`config.mk`:
```
export PLATFORM = sky130hd
export DESIGN_NAME = image_feeder_flat
export DESIGN_NICKNAME = d
export VERILOG_FILES = /design/src/rtl/image_feeder_if.sv /design/src/rtl/image_feeder.sv /design/src/flat_wrapper.sv
export SDC_FILE = /design/constraint.sdc
export NUM_CORES = 1
export LEC_CHECK = 0
export ABC_AREA = 0
export CAP_MARGIN = 0
export CORE_ASPECT_RATIO = 1.75
export CORE_MARGIN = 1
export CORE_UTILIZATION = 35
export CTS_CLUSTER_SIZE = 8
export DETAILED_ROUTE_END_ITERATION = 10
export GPL_ROUTABILITY_DRIVEN = 0
export PLACE_DENSITY_LB_ADDON = 0.3
export REMOVE_ABC_BUFFERS = 1
export SLEW_MARGIN = 20
export SYNTH_ARGS = -nofsm -noshare
export SYNTH_HDL_FRONTEND = slang
export SYNTH_SLANG_ARGS = --single-unit
```
`constraint.sdc`:
```
create_clock -name clk -period 2.7 [get_ports clk]
set_input_delay 0.27 -clock clk [delete_from_list [all_inputs] [get_ports clk]]
set_output_delay 0.27 -clock clk [all_outputs]
set_load 0.01 [all_outputs]
```
`src/rtl/image_feeder_if.sv`:
```
// image_feeder_if: memory read port plus classifier stream/result signals between the feeder and its peers.
interface image_feeder_if;
    logic [23:0] mem_addr;
    logic [31:0] mem_rdata;
    logic        start_main;
    logic [1:0]  train_test_classify;
    logic [7:0]  test_label;
    logic [31:0] image_in;
    logic        valid_image;
    logic        ready;
    logic        valid_all;
    logic [7:0]  image_label;

    modport master (
        output mem_addr, start_main, train_test_classify, test_label, image_in, valid_image,
        input  mem_rdata, ready, valid_all, image_label
    );

    modport slave (
        input  mem_addr, start_main, train_test_classify, test_label, image_in, valid_image,
        output mem_rdata, ready, valid_all, image_label
    );
endinterface

```
`src/rtl/image_feeder.sv`:
```
// image_feeder: streams labelled images from word memory to a classifier, counting results and timeouts.
module image_feeder #(
    parameter int IM_WID  = 28,
    parameter int IM_HEI  = 28,
    parameter int WPI     = 196,
    parameter int TIMEOUT = 1000000
) (
    input  logic          clk,
    input  logic          rst,
    input  logic          go,
    input  logic [15:0]   num_images,
    input  logic [1:0]    mode,
    output logic          busy,
    output logic          done,
    output logic          timeout_err,
    output logic [15:0]   img_count,
    output logic [15:0]   correct_count,
    image_feeder_if.master bus
);
    localparam int IW = $clog2(WPI + 1);
    localparam int TW = $clog2(TIMEOUT + 1);

    if ((IM_WID * IM_HEI + 3) / 4 != WPI) begin : g_geom_check
        $error("image_feeder: WPI does not match IM_WID*IM_HEI/4");
    end

    typedef enum logic [3:0] {
        IDLE, LBL_RD, LBL_CAP, START, PIX_RD, PIX_CAP, SEND, WAIT_RES, NEXT, FIN
    } state_t;

    state_t        state, nxt;
    logic [23:0]   base;
    logic [IW-1:0] widx;
    logic [TW-1:0] wcnt;
    logic [15:0]   num_r;

    always_ff @(posedge clk) begin
        if (rst) state <= IDLE;
        else     state <= nxt;
    end

    always_comb begin
        nxt = state;
        case (state)
            IDLE:     nxt = go ? (num_images == 16'd0 ? FIN : LBL_RD) : IDLE;
            LBL_RD:   nxt = LBL_CAP;
            LBL_CAP:  nxt = START;
            START:    nxt = PIX_RD;
            PIX_RD:   nxt = PIX_CAP;
            PIX_CAP:  nxt = SEND;
            SEND:     nxt = bus.ready ? (widx == IW'(WPI - 1) ? WAIT_RES : PIX_RD) : SEND;
            WAIT_RES: nxt = bus.valid_all ? NEXT : (wcnt == TW'(TIMEOUT - 1) ? FIN : WAIT_RES);
            NEXT:     nxt = img_count < num_r ? LBL_RD : FIN;
            FIN:      nxt = IDLE;
            default:  nxt = IDLE;
        endcase
    end

    always_comb begin
        busy           = state != IDLE;
        done           = state == FIN;
        bus.start_main = state == START;
        bus.mem_addr   = state == LBL_RD ? base + 24'(WPI) :
                         state == PIX_RD ? base + 24'(widx) : 24'd0;
    end

    // Label and pixel captures land one cycle after their address, matching the memory latency.
    always_ff @(posedge clk) begin
        if (rst) begin
            base                    <= '0;
            widx                    <= '0;
            wcnt                    <= '0;
            num_r                   <= '0;
            bus.train_test_classify <= '0;
            bus.test_label          <= '0;
            bus.image_in            <= '0;
            bus.valid_image         <= 1'b0;
            timeout_err             <= 1'b0;
            img_count               <= '0;
            correct_count           <= '0;
        end else begin
            case (state)
                IDLE: if (go) begin
                    num_r                   <= num_images;
                    bus.train_test_classify <= mode;
                    base                    <= '0;
                    timeout_err             <= 1'b0;
                    img_count               <= '0;
                    correct_count           <= '0;
                end
                LBL_CAP: bus.test_label <= bus.mem_rdata[7:0];
                START:   widx <= '0;
                PIX_CAP: begin
                    bus.image_in    <= bus.mem_rdata;
                    bus.valid_image <= 1'b1;
                end
                SEND: if (bus.ready) begin
                    bus.valid_image <= 1'b0;
                    widx            <= widx + 1'b1;
                    wcnt            <= '0;
                end
                WAIT_RES: begin
                    if (bus.valid_all) begin
                        img_count <= &img_count ? img_count : img_count + 16'd1;
                        if (bus.train_test_classify == 2'b01 && bus.image_label == bus.test_label && !(&correct_count))
                            correct_count <= correct_count + 16'd1;
                    end else if (wcnt == TW'(TIMEOUT - 1)) begin
                        timeout_err <= 1'b1;
                    end else begin
                        wcnt <= wcnt + 1'b1;
                    end
                end
                NEXT:    base <= base + 24'(WPI + 1);
                default: ;
            endcase
        end
    end
endmodule
```
`src/flat_wrapper.sv`:
```
// flat-port wrapper written by rule: the top's interface ports become plain ports
module image_feeder_flat 
#(
    parameter int IM_WID  = 28,
    parameter int IM_HEI  = 28,
    parameter int WPI     = 196,
    parameter int TIMEOUT = 1000000
)
  (clk, rst, go, num_images, mode, busy, done, timeout_err, img_count, correct_count, bus_mem_addr, bus_start_main, bus_train_test_classify, bus_test_label, bus_image_in, bus_valid_image, bus_mem_rdata, bus_ready, bus_valid_all, bus_image_label);
  image_feeder_if bus_i ();
  input  logic clk;
  input  logic rst;
  input  logic go;
  input  logic [15:0] num_images;
  input  logic [1:0] mode;
  output logic busy;
  output logic done;
  output logic timeout_err;
  output logic [15:0] img_count;
  output logic [15:0] correct_count;
  output wire logic [$bits(bus_i.mem_addr)-1:0] bus_mem_addr;
  output wire logic [$bits(bus_i.start_main)-1:0] bus_start_main;
  output wire logic [$bits(bus_i.train_test_classify)-1:0] bus_train_test_classify;
  output wire logic [$bits(bus_i.test_label)-1:0] bus_test_label;
  output wire logic [$bits(bus_i.image_in)-1:0] bus_image_in;
  output wire logic [$bits(bus_i.valid_image)-1:0] bus_valid_image;
  input wire logic [$bits(bus_i.mem_rdata)-1:0] bus_mem_rdata;
  input wire logic [$bits(bus_i.ready)-1:0] bus_ready;
  input wire logic [$bits(bus_i.valid_all)-1:0] bus_valid_all;
  input wire logic [$bits(bus_i.image_label)-1:0] bus_image_label;
  assign bus_mem_addr = bus_i.mem_addr;
  assign bus_start_main = bus_i.start_main;
  assign bus_train_test_classify = bus_i.train_test_classify;
  assign bus_test_label = bus_i.test_label;
  assign bus_image_in = bus_i.image_in;
  assign bus_valid_image = bus_i.valid_image;
  assign bus_i.mem_rdata = bus_mem_rdata;
  assign bus_i.ready = bus_ready;
  assign bus_i.valid_all = bus_valid_all;
  assign bus_i.image_label = bus_image_label;
  image_feeder #(.IM_WID(IM_WID), .IM_HEI(IM_HEI), .WPI(WPI), .TIMEOUT(TIMEOUT)) u_core (.clk(clk), .rst(rst), .go(go), .num_images(num_images), .mode(mode), .busy(busy), .done(done), .timeout_err(timeout_err), .img_count(img_count), .correct_count(correct_count), .bus(bus_i));
endmodule
```
# Word-level counts from Yosys, hierarchy flattened
# Index checks and enable logic that the tools add are counted.
[totals] regBits=148 out_inout_bits=103 word_cells=93 inputBits=63
[op_classes] n_addsub=7 magnitude_cmp=1 n_eq_ne=21 n_reduce_logical=21 n_mux=31
[ops] op="$mux 16" count=5
[ops] op="$mux 24" count=3
[ops] op="$pmux 16 s2" count=2
[ops] op="$mux 20" count=3
[ops] op="$add 24x8->24 const B" count=2
[ops] op="$pmux 24 s2" count=1
[ops] op="$pmux 20 s2" count=1
[ops] op="$pmux 4 s9" count=1
[ops] op="$add 16x1->16 const B" count=2
[ops] op="$reduce_and 16->1" count=2
[ops] op="$add 24x8->24" count=1
[ops] op="$mux 4" count=6
[ops] op="$add 20x1->20 const B" count=1
[ops] op="$eq 20x20->1 const B" count=1
[ops] op="$eq 4x3->1 const B" count=4
[ops] op="$logic_not 16->1" count=1
[ops] op="$lt 16x16->1" count=1
[ops] op="$pmux 8 s2" count=1
[ops] op="$reduce_and 4->1" count=4
[ops] op="$ne 2x2->1 const B" count=6
[ops] op="$reduce_bool 2->1" count=5
[ops] op="$add 8x1->8 const B" count=1
[ops] op="$eq 4x2->1 const B" count=2
[ops] op="$eq 4x4->1 const B" count=2
[ops] op="other kinds (14)" count=23

# Longest topological paths before layout
# Gate-level depths: netlist of the first run.
[logic_depth] ltp_word=6 mapped_depth=9 mapped_depth_nobuf=7

# Least setup slack after synthesis of the first run
# No wires, ideal clock.
[synth_timing] path_kind="register to output" from="register u_core.widx[0]" to="output bus_mem_addr[8]" path_buffers=0 path_stages_with_launch=8 arrival_time_ns=2.108 required_ns=2.430 setup_slack_ns=0.322 cell_sequence="dfxtp_1 -> ha_1 -> fa_1 -> a21o_1 -> a221o_1 -> a311oi_1 -> nor2_1 -> a21oi_1"
[synth_via] elab_chain_cells=3
[synth_lines] element="from (decl)" line="image_feeder.sv:33" rtl="logic [IW-1:0] widx;"
[synth_lines] element="from (signal assigned)" line="image_feeder.sv:99" rtl="widx <= widx + 1'b1;"
[synth_lines] element="$add 24x8->24" line="image_feeder.sv:64" rtl="state == PIX_RD ? base + 24'(widx) : 24'd0;"
[synth_lines] element="$mux 24" line="image_feeder.sv:64"
[synth_lines] element="$mux 24" line="image_feeder.sv:63" rtl="bus.mem_addr = state == LBL_RD ? base + 24'(WPI) :"
[synth_lines] element="to (decl)" line="flat_wrapper.sv:21" rtl="output wire logic [$bits(bus_i.mem_addr)-1:0] bus_mem_addr;"
# No other way between the ends.

# Final worst setup path of the first run
[layout_timing] from="register u_core.base[0]" to="output bus_mem_addr[18]"
[layout_via] elab_chain_cells=3 word_cells_on_any_way=4 cone_classes="2 x add/sub; 2 x mux"
[layout_lines] element="from (decl)" line="image_feeder.sv:32" rtl="logic [23:0] base;"
[layout_lines] element="from (signal assigned)" line="image_feeder.sv:113" rtl="NEXT: base <= base + 24'(WPI + 1);"
[layout_lines] element="$add 24x8->24" line="image_feeder.sv:64"
[layout_lines] element="$mux 24" line="image_feeder.sv:64"
[layout_lines] element="$mux 24 (*)" line="image_feeder.sv:63"
# Mark *: on every way between the ends. The rest lies on a longest branch, timed or not.

==> results of run 1 <==
power groups by stage:
stage	registers (mW)	logic [mW]	clock network [mW]
2_1_floorplan	2.31	0.257	0
3_3_place_gp	2.30	0.592	0
3_5_place_dp	2.30	0.597	0
4_1_cts	2.25	0.601	2.51
5_1_grt	2.25	0.658	2.58
6_report	2.25	0.603	2.45
Yosys cell counts, types with 5 or more instances:
cell	n	area, sq um
nand2_1	176	661
dfxtp_1	148	2960
a21oi_1	124	621
nor2_1	84	315
nand3_1	52	260
clkbuf_1	49	184
nand4_1	35	219
ha_1	30	375
o21ai_0	30	150
and3_1	29	181
inv_1	28	105
xor2_1	27	236
o211ai_1	18	135
buf_2	16	80.1
nor3_1	16	80.1
or3_1	16	100
xnor2_1	16	140
nor4_1	13	81.3
a31oi_1	11	68.8
mux2i_1	11	110
a211oi_1	10	75.1
o21ai_1	10	50.1
a21o_1	8	60.1
and2_1	8	50.1
o21a_1	8	60.1
o22ai_1	8	50.1
or4_1	8	60.1
o2111ai_1	7	61.3
nand2b_1	6	37.5
o31ai_1	6	45.0
a211o_1	5	43.8
and4_1	5	43.8
layout make-up:
type	count	area share, %
flip-flops and latches	148	25.3
repair buffers	255	19.5
clock buffers	19	3.77
multi-input cells	858	45.9
inverters	29	0.928
clock inverters	12	1.34
well taps	308	3.28
sequential cells by signal, indices dropped and copies added (netlist names):
| signal | count |
|---|---|
| u_core.base | 24 |
| u_core.bus.image_in | 32 |
| u_core.bus.test_label | 8 |
| u_core.bus.train_test_classify | 2 |
| u_core.bus.valid_image | 1 |
| u_core.correct_count | 16 |
| u_core.img_count | 16 |
| u_core.num_r | 16 |
| u_core.state | 4 |
| u_core.timeout_err | 1 |
| u_core.wcnt | 20 |
| u_core.widx | 8 |
through the flow:
step / power [mW] / util, % / TNS [ns] / hold WS (ns)
after global routing: 5.49 / 49.0 / -2.42 / 0.174
after global placement: 2.89 / 45.7 / -2.07 / 0.441
after detailed placement: 2.90 / 45.7 / -2.25 / 0.446
after CTS: 5.36 / 48.7 / -2.87 / 0.174
after floorplan: 2.57 / - / 0 / 0.339
final: 5.30 / 49.0 / -1.55 / 0.177
critical path: cells and delay by family, from the launching register on:
family / cells / cell delay (ns)
flip-flops: 1 / 0.34
buffers and inverters: 2 / 0.35
adder cells (fa/ha/maj): 2 / 0.50
AO/OA/AOI/OAI: 5 / 1.07
logic make-up (layout without fill, tap and decap cells):
kind of cell | after synthesis | after routing | share of synthesized area [%]
flops | 148 | 148 | 34.7
xor+xnor | 43 | 43 | 4.41
buf+inv | 101 | 315 | 4.90
simple gates | 486 | 486 | 28.8
fa+ha+maj | 31 | 31 | 4.63
compound gates | 284 | 284 | 21.0
mux | 14 | 14 | 1.68
how the worst min path moves through the flow:
stage	from	end	slack (ns)	cells after the start
finish	rst	u_core.num_r[2]	0.18	2
detailed placement	u_core.bus.image_in[16]	u_core.bus.image_in[16]	0.45	2
floorplan	rst	u_core.base[13]	0.34	1
global placement	u_core.bus.image_in[29]	u_core.bus.image_in[29]	0.44	2
CTS	rst	u_core.num_r[2]	0.17	2
global route	rst	u_core.num_r[2]	0.17	2
metal layers:
layer	routed length, um	up-vias	global-route usage [%]
met5	0	-	0
li1	-	4419	-
met3	1170	61	3.82
met4	848	0	10.6
met1	10600	4247	23.3
met2	14900	247	41.1
what timing repair did:
action | in CTS | in global routing
setup buffers | 3 | 1
pin swaps | 16 | 17
endpoints found under the setup margin | 22 | 22
resized for setup | 112 | 25
hold buffers | 0 | 0
==> key figures, run 1 <==
Run status
  • Outcome: complete, but fails checks
  • Failing checks: setup timing

Timing
  • Unrepaired setup endpoints after global routing: true
  • Period utilization: 110%
  • Min Tclk post-route: 2.97 ns
  • Count of final setup violators: 9
  • Least-Margin Pin Slew: approximately 0.85 ns
  • Fmax: roughly 340 MHz
  • Clock skew: between 0.007 and 0.008 ns
  • Slew Limit Fails: 0
  • Final hold violation count: 0
  • Worst setup margin: -0.268 ns
  • Max-slew headroom: roughly 43%

Drt
  • # DRC: 0
  • Drt pass-1 iters: 5
  • Post-DRT Antenna Nets: 0
  • Vias: approximately 9.0k
  • Via/cell ratio: ~5.5
  • DRT iter0 DRCs: ~490
  • Post-Route WL: around 28000 um
  • DR WL/cell: about 17 um

Worst setup path
  • Worst setup startpoint: u_core.base[0]
  • Worst r2r dst: u_core.img_count[1]
  • CP required: 2.43 ns
  • Worst r2r src: u_core.state[2]
  • Crit-path max FO: 5
  • Slowest stage delay, CP: 0.42 ns
  • End of the critical path: bus_mem_addr[18]
  • Worst R2R Path Depth: 6
  • Crit Path Category: register to output port
  • Setup slack, reg-to-reg: 0.28 ns
  • CP startpoint kind: register
  • Slowest cell on the critical path: a221o_2
  • Cells along the critical path: ha_4, fa_2, a21o_1, a221o_2, a311oi_2, buf_4, o31ai_4, o21ai_2, buf_2
  • CP endpoint kind: output port
  • WP data arrival: between 2 and 3 ns

Pwr
  • Switching share of total power: 25.3%
  • Static Leak: ~4.3 nW
  • Psw: around 1.3 mW
  • Sequential share of power: around 43%
  • Comb power frac: between 10% and 20%
  • Clk network pwr share: between 40% and 50%
  • Pint: 3.96 mW
  • Maximum vdd drop: between 300 and 400 uV
  • Pwr dens: approximately 450 mW/mm^2

Placed design
  • Placed cell count: roughly 1.6k
  • Placement Cell Area: 0.0109 sq mm
  • # port buffers: around 170
  • HPWL Detailed: slightly above 20000 um
  • Worst slack after detailed placement: -0.353 ns

CTS
  • Num CTS Buffers: 17
  • Worst-path clk slew: approximately 0.060 ns
  • Root buffer cell: clkbuf_16
  • CTS tree: built
  • CTS H-tree depth: 4
  • Clock Latency Late Sink: roughly 0.43 ns
  • CTS max path bufs: 2
  • Clock sinks: 148

Final layout
  • Layout Cell Area excl Fill: between 0.01 and 0.015 sq mm
  • Area occupied by multi-input gates: 0.00538 sq mm
  • Seq. cell area: 0.00297 sq mm
  • # diodes: 0
  • Syn-to-layout area delta: 37.3%
  • Layout cell share with drive strength beyond 1: about 15%
  • Final Net Count: approximately 1.4k
  • Most frequent cells in the layout: 176 x nand2_1, 143 x clkdlybuf4s50_1, 142 x dfxtp_1
  • Fin cells: 1629
  • Commonest non-fill, non-tap cell in the layout: nand2_1
  • Fillers: 2331

GRT
  • Vias in the first global route: around 8.6k
  • Largest net degree at the start of global routing: 47
  • Initial antenna violation count: 0
  • Total gr overflow: 0
  • GRT Total Usage: roughly 22%
  • Global-route wire length before repair: ~44000 um

Floorplan
  • Die height: between 200 and 250 um
  • Core area: roughly 0.024 sq mm
  • I/O pins: 166
  • Die X: 120 um
  • Rows: 75
  • Die ar.: 0.0251 sq mm
  • Initial Util: 35.7%

Yosys
  • Netlist Area Pre-Place: ~0.0085 sq mm
  • Post-synthesis area per instance: roughly 7.7 sq um
  • Commonest register cell after synthesis: dfxtp_1
  • Syn Inst Count: around 1.1k
  • Synthesis Warnings: 0
  • Number of enable flip-flop cells after synthesis: 0
  • Asr flop ratio synth: 0%
  • #FFs+latches synth: roughly 150
  • Yosys cell types: 84
  • Sequential-to-total area share from yosys stat: a little over a third

Min path
  • HP Class: input pin to register

Flow run
  • Max cap viols: 0
Note: power is estimated with default switching activity, not from simulation.
==> run 2, diff against run 1 <==
PLACE_DENSITY_LB_ADDON = 0.2   (was 0.3)
==> run 2 against run 1 <==
  * The run still ends with setup timing left
  * Design area rose by 1.2%
  * Cell count rose by 0.49%
  * Via count fell by 0.16%
  * Maximum frequency fell by 1.3%
  * Worst setup slack got worse by 0.038 ns
  * Utilization rose by 0.57 points
  * Power rose by 1.8%
  * Highest routed layer unchanged
  * Routed wire length rose by 1.8%
  * Non-clock buffer count rose by 7
  * First-iteration DRC count fell by 13%
==> key figures, run 2 (synthesized netlist as in run 1, its figures left out) <==
CTS
  • # hold bufs at CTS: 0
  • Clock sinks: approximately 150
  • CTS max path bufs: 2
  • Num CTS Buffers: 17
  • Worst-path clk slew: approximately 0.06 ns
  • CTS tree: built
  • CTS H-tree depth: 4
  • Clock Latency Late Sink: approximately 0.43 ns
  • Root buffer cell: clkbuf_16

Final layout
  • Final Net Count: 1410
  • Layout Cell Area excl Fill: between 0.01 and 0.015 sq mm
  • Commonest non-fill, non-tap cell in the layout: nand2_1
  • Largest Register: u_core.bus.image_in
  • Final core occ: about half
  • Syn-to-layout area delta: 38.9%
  • Largest regs: u_core.bus.image_in (32), u_core.base (24), u_core.wcnt (20)
  • Max reg flops: 32
  • Most frequent cells in the layout: 176 x nand2_1, 144 x clkdlybuf4s50_1, 143 x dfxtp_1
  • Layout cell share with drive strength beyond 1: 15.5%

Worst setup path
  • Slowest stage delay, CP: 0.41 ns
  • Most frequent CP cell: o211ai_1
  • Top delay family on crit path: compound AO/OA/AOI/OAI gates
  • Setup slack, reg-to-reg: 0.33 ns
  • CP required: between 2 and 2.5 ns
  • Slowest cell on the critical path: a221o_2
  • Worst R2R Path Depth: 6
  • WP data arrival: ~2.7 ns
  • CP endpoint kind: output port
  • Cells along the critical path: ha_4, fa_2, a21o_1, a221o_2, buf_6, buf_4, a31oi_4, o211ai_1, o211ai_1, buf_2
  • Crit Path Category: register to output port
  • CP startpoint kind: register
  • Crit-path max FO: 4
  • Worst r2r dst: u_core.correct_count[3]
  • Buf/Inv on CP: 3
  • Worst r2r src: u_core.state[2]

Floorplan
  • Die ar.: 0.0251 sq mm
  • Die height: about 210 um
  • Rows: 75
  • I/O pins: roughly 170
  • Core area: about 0.024 sq mm
  • Initial Util: 35.7%
  • Die X: around 120 um

Drt
  • Via/cell ratio: 5.47
  • DRT iter0 DRCs: 430
  • Post-DRT Antenna Nets: 0
  • DR WL/cell: roughly 17 um
  • Post-Route WL: roughly 28000 um
  • Vias: between 8k and 9k
  • # DRC: 0
  • Drt pass-1 iters: 5

GRT
  • GRT Total Usage: approximately 22%
  • Gr busiest metal: met2
  • Largest net degree at the start of global routing: 50
  • Global-route wire length before repair: 44500 um
  • Total gr overflow: 0
  • Vias in the first global route: between 8k and 9k
  • Initial antenna violation count: 1
  • Met2 usage in global routing: between 40 and 50%
  • Met1 Usage GRT: between 20% and 30%
  • Met3 global-route usage: around 3.5%

Timing
  • Period utilization: 111%
  • Worst setup margin: -0.306 ns
  • Final hold violation count: 0
  • Max-slew headroom: between 30% and 40%
  • Slew Limit Fails: 0
  • Min Tclk post-route: 3.01 ns
  • Least-Margin Pin Slew: 0.951 ns
  • Hold_ws: about 0.11 ns
  • Unrepaired setup endpoints after global routing: true
  • Fmax: around 330 MHz
  • Count of final setup violators: 9
  • Clock skew: 0.0124 ns

Flow run
  • Max cap viols: 0

Placed design
  • HPWL Detailed: just over 20000 um
  • # port buffers: 165
  • Placement Cell Area: 0.0110 sq mm

Pwr
  • Static Leak: 4.35 nW
  • Pwr dens: 454 mW/mm^2
  • Power Total: approximately 5.4 mW
  • Maximum vdd drop: about 430 uV

Run status
  • Failing checks: setup timing
  • Outcome: complete, but fails checks

Min path
  • Hold path start: rst
  • Endpoint, Worst Hold: u_core.num_r[7]
  • HP Class: input pin to register
  • Hold Path Cell Cnt: 2
-- run 2: cell types whose count changed in the layout (fill, tap and decap cells not counted), sizes merged --
cell,before,now
buf,109,112
bufinv,3,4
clkbuf,19,21
clkdlybuf4s15,1,3
clkdlybuf4s50,143,144
clkinvlp,6,3
diode,0,1
dlymetal6s2s,2,1
inv,28,30
-- run 2: repair_timing --
action                                  in CTS  in global routing
endpoints found under the setup margin      22                 22
setup buffers                                4                  6
resized for setup                          111                 31
pin swaps                                   25                 21
-- run 2: worst max path at each step --
stage / from / slack, ns / cells after the start / endpoint
2_1_floorplan: u_core.state[3] / 0.06 / 4 / u_core.base[19]
5_1_grt: u_core.base[0] / -0.36 / 9 / bus_mem_addr[10]
6_report: u_core.widx[0] / -0.31 / 10 / bus_mem_addr[12]
3_3_place_gp: u_core.widx[0] / -0.33 / 8 / bus_mem_addr[8]
3_5_place_dp: u_core.widx[0] / -0.31 / 8 / bus_mem_addr[18]
4_1_cts: u_core.base[0] / -0.31 / 9 / bus_mem_addr[16]
-- run 2: through the flow --
| stage | worst slack (ns) | TNS, ns | std cells |
|---|---|---|---|
| after floorplan | 0.0555 | 0 | 1035 |
| after global placement | -0.333 | -2.21 | 1597 |
| after detailed placement | -0.313 | -2.16 | 1597 |
| after CTS | -0.309 | -3.15 | 1632 |
| after global routing | -0.360 | -2.77 | 1637 |
| final | -0.306 | -2.02 | 1637 |
-- run 2: worst register-to-register path, delay by kind of cell, from the launching register on --
kind / cells / cell delay (ns)
flip-flops: 1 / 0.45
AND/OR/NAND/NOR: 3 / 1.07
AO/OA/AOI/OAI: 1 / 0.34
buffers and inverters: 1 / 0.28
multiplexers: 1 / 0.10
-- run 2: metal layers --
metal  up-vias  part of all wire (%)
li1       4429                     -
met1      4267                    39
met2       215                    55
met3        49                   3.5
met4         0                   2.8
met5         -                     0
-- run 2: where the power goes --
group          total, mW  switching, mW  internal [mW]
registers           2.25         0.0278           2.22
clock network       2.54          0.991           1.54
logic              0.608          0.337          0.271
total               5.39           1.36           4.04
-- run 2: cell type report --
type                       count  area [sq um]
fill                        2409         12100
multi-input combinational    858          5440
sequential                   148          2970
timing repair buffer         262          2350
clock buffer                  19           433
tap                          308           385
clock inverter                12           179
inverter                      29           109
antenna                        1          2.50
==> run 3, diff against run 2 <==
DONT_BUFFER_PORTS = 1   (was unset)
==> run 3 against run 2 <==
  * The flow still finishes with violations (setup timing)
  * Power is 4.5% lower
  * Design area is 11% lower
  * Combinational power is 14% lower
  * Largest cell class unchanged
  * Cell count is 8.2% lower
  * Routed wire length is 0.11% higher
  * Via count is 4.8% lower
  * Sequential power hardly changed
==> key figures, run 3 (synthesized netlist as in run 1, its figures left out) <==
Worst setup path
  • WP data arrival: 2.63 ns
  • Crit Path Category: register to output port
  • CP startpoint kind: register
  • CP required: approximately 2.4 ns
  • Crit-path max FO: 5
  • CP endpoint kind: output port

GRT
  • Largest net degree at the start of global routing: 86
  • GRT Total Usage: a little under a quarter
  • Initial antenna violation count: 1
  • Global-route wire length before repair: roughly 44000 um
  • Vias in the first global route: approximately 8.4k
  • Total gr overflow: 0

Timing
  • Unrepaired setup endpoints after global routing: true
  • Period utilization: 107%
  • Worst setup margin: -0.199 ns
  • Slew Limit Fails: 0
  • Least-Margin Pin Slew: just over 1 ns
  • Max-slew headroom: 31.4%
  • Final hold violation count: 0
  • Hold_ws: between 0.05 and 0.06 ns
  • Count of final setup violators: 9
  • Fmax: 345 MHz
  • Clock skew: roughly 0.014 ns
  • Min Tclk post-route: between 2 and 3 ns

CTS
  • Root buffer cell: clkbuf_16
  • CTS max path bufs: 2
  • Num CTS Buffers: 17
  • Clock Latency Late Sink: between 0.4 and 0.5 ns
  • Worst-path clk slew: approximately 0.06 ns
  • CTS tree: built
  • CTS H-tree depth: 4
  • Clock sinks: around 150

Final layout
  • Syn-to-layout area delta: 23.3%
  • Fillers: between 2k and 2.5k
  • Largest regs: u_core.bus.image_in (32), u_core.base (24), u_core.wcnt (20)
  • Area occupied by multi-input gates: around 0.0054 sq mm
  • Largest Register: u_core.bus.image_in
  • Seq. cell area: 0.00298 sq mm
  • Commonest non-fill, non-tap cell in the layout: nand2_1
  • # diodes: 0
  • Max reg flops: 32
  • Final Net Count: 1277
  • Most frequent cells in the layout: 176 x nand2_1, 137 x dfxtp_1, 121 x a21oi_1
  • Layout cell share with drive strength beyond 1: around 14%

Flow run
  • Max cap viols: 0

Pwr
  • Static Leak: 3.81 nW
  • Maximum vdd drop: 388 uV
  • Pwr dens: around 500 mW/mm^2

Floorplan
  • Die ar.: 0.0251 sq mm
  • I/O pins: 166
  • Core area: ~0.024 sq mm
  • Die height: around 210 um
  • Initial Util: roughly 36%
  • Rows: 75
  • Die X: roughly 120 um

Drt
  • # DRC: 0
  • Drt pass-1 iters: 5
  • Via/cell ratio: 5.68
  • DRT iter0 DRCs: around 570
  • DR WL/cell: around 19 um
  • Post-Route WL: between 20000 and 30000 um
  • Vias: between 8k and 9k
  • Post-DRT Antenna Nets: 0

Run status
  • Outcome: complete, but fails checks
  • Failing checks: setup timing

Placed design
  • HPWL Detailed: about 20000 um
  • # port buffers: 0
  • Worst slack after detailed placement: approximately 0.013 ns

Min path
  • HP Class: input pin to register
run 3: worst max-delay path: stages, from the launching register on:
cell and delay, ns:
dfxtp_2 0.34, ha_4 0.16, fa_2 0.34, a21o_1 0.19, a221o_2 0.42, a311oi_2 0.26, o31ai_1 0.10, o21ai_1 0.20
buf_4 0.19
run 3: path summary, 6_finish.rpt:
check                                      start             endpoint  slack (ns)  cells after the start
worst min register to register  u_core.num_r[11]     u_core.num_r[11]        0.46                      2
worst max-delay path              u_core.widx[0]     bus_mem_addr[18]       -0.20                      8
worst max register to register   u_core.state[3]  u_core.img_count[2]        0.35                      6
worst min-delay path                         rst      u_core.wcnt[16]        0.06                      2
run 3: per-stage QoR:
stage / cell area, sq um / power, mW / setup TNS [ns] / utilization, % / std cells
4_1_cts: 10400 / 5.23 / -1.30 / 43.5 / 1498
5_1_grt: 10500 / 5.39 / -2.18 / 44.0 / 1503
2_1_floorplan: 8240 / 2.57 / 0 / - / 1035
3_5_place_dp: 9150 / 2.73 / 0 / 38.2 / 1411
6_report: 10500 / 5.15 / -1.17 / 44.0 / 1503
3_3_place_gp: 9150 / 2.73 / 0 / 38.2 / 1411
run 3: metal layers:
metal	wire length, um	vias up	global-route usage [%]	share of wire, %
met5	13	-	0	0.046
met4	1070	2	10.9	3.8
met2	15200	238	42.6	54
met1	10500	4054	23.1	37
li1	-	4173	-	-
met3	1290	63	4.80	4.6
run 3: where the power goes:
part | switching, mW | total (mW) | internal [mW]
Combinational | 0.313 | 0.523 | 0.210
Clock | 1.07 | 2.36 | 1.29
Sequential | 0.0439 | 2.26 | 2.22
run 3: area by class of cell:
cell class,instances,area share (%)
flip-flops and latches,148,28.3
clock buffers,17,4.04
well taps,308,3.66
inverters,29,1.03
multi-input cells,858,50.8
repair buffers,129,10.8
clock inverters,14,1.39
run 3: timing repair:
item | 4_1_cts | 5_1_grt
hold buffers | 53 | 0
pin swaps | 12 | 5
endpoints found under the setup margin | 18 | 17
gates resized for setup | 34 | 19
hold endpoints to repair | 85 | 0
setup buffers | 3 | 5
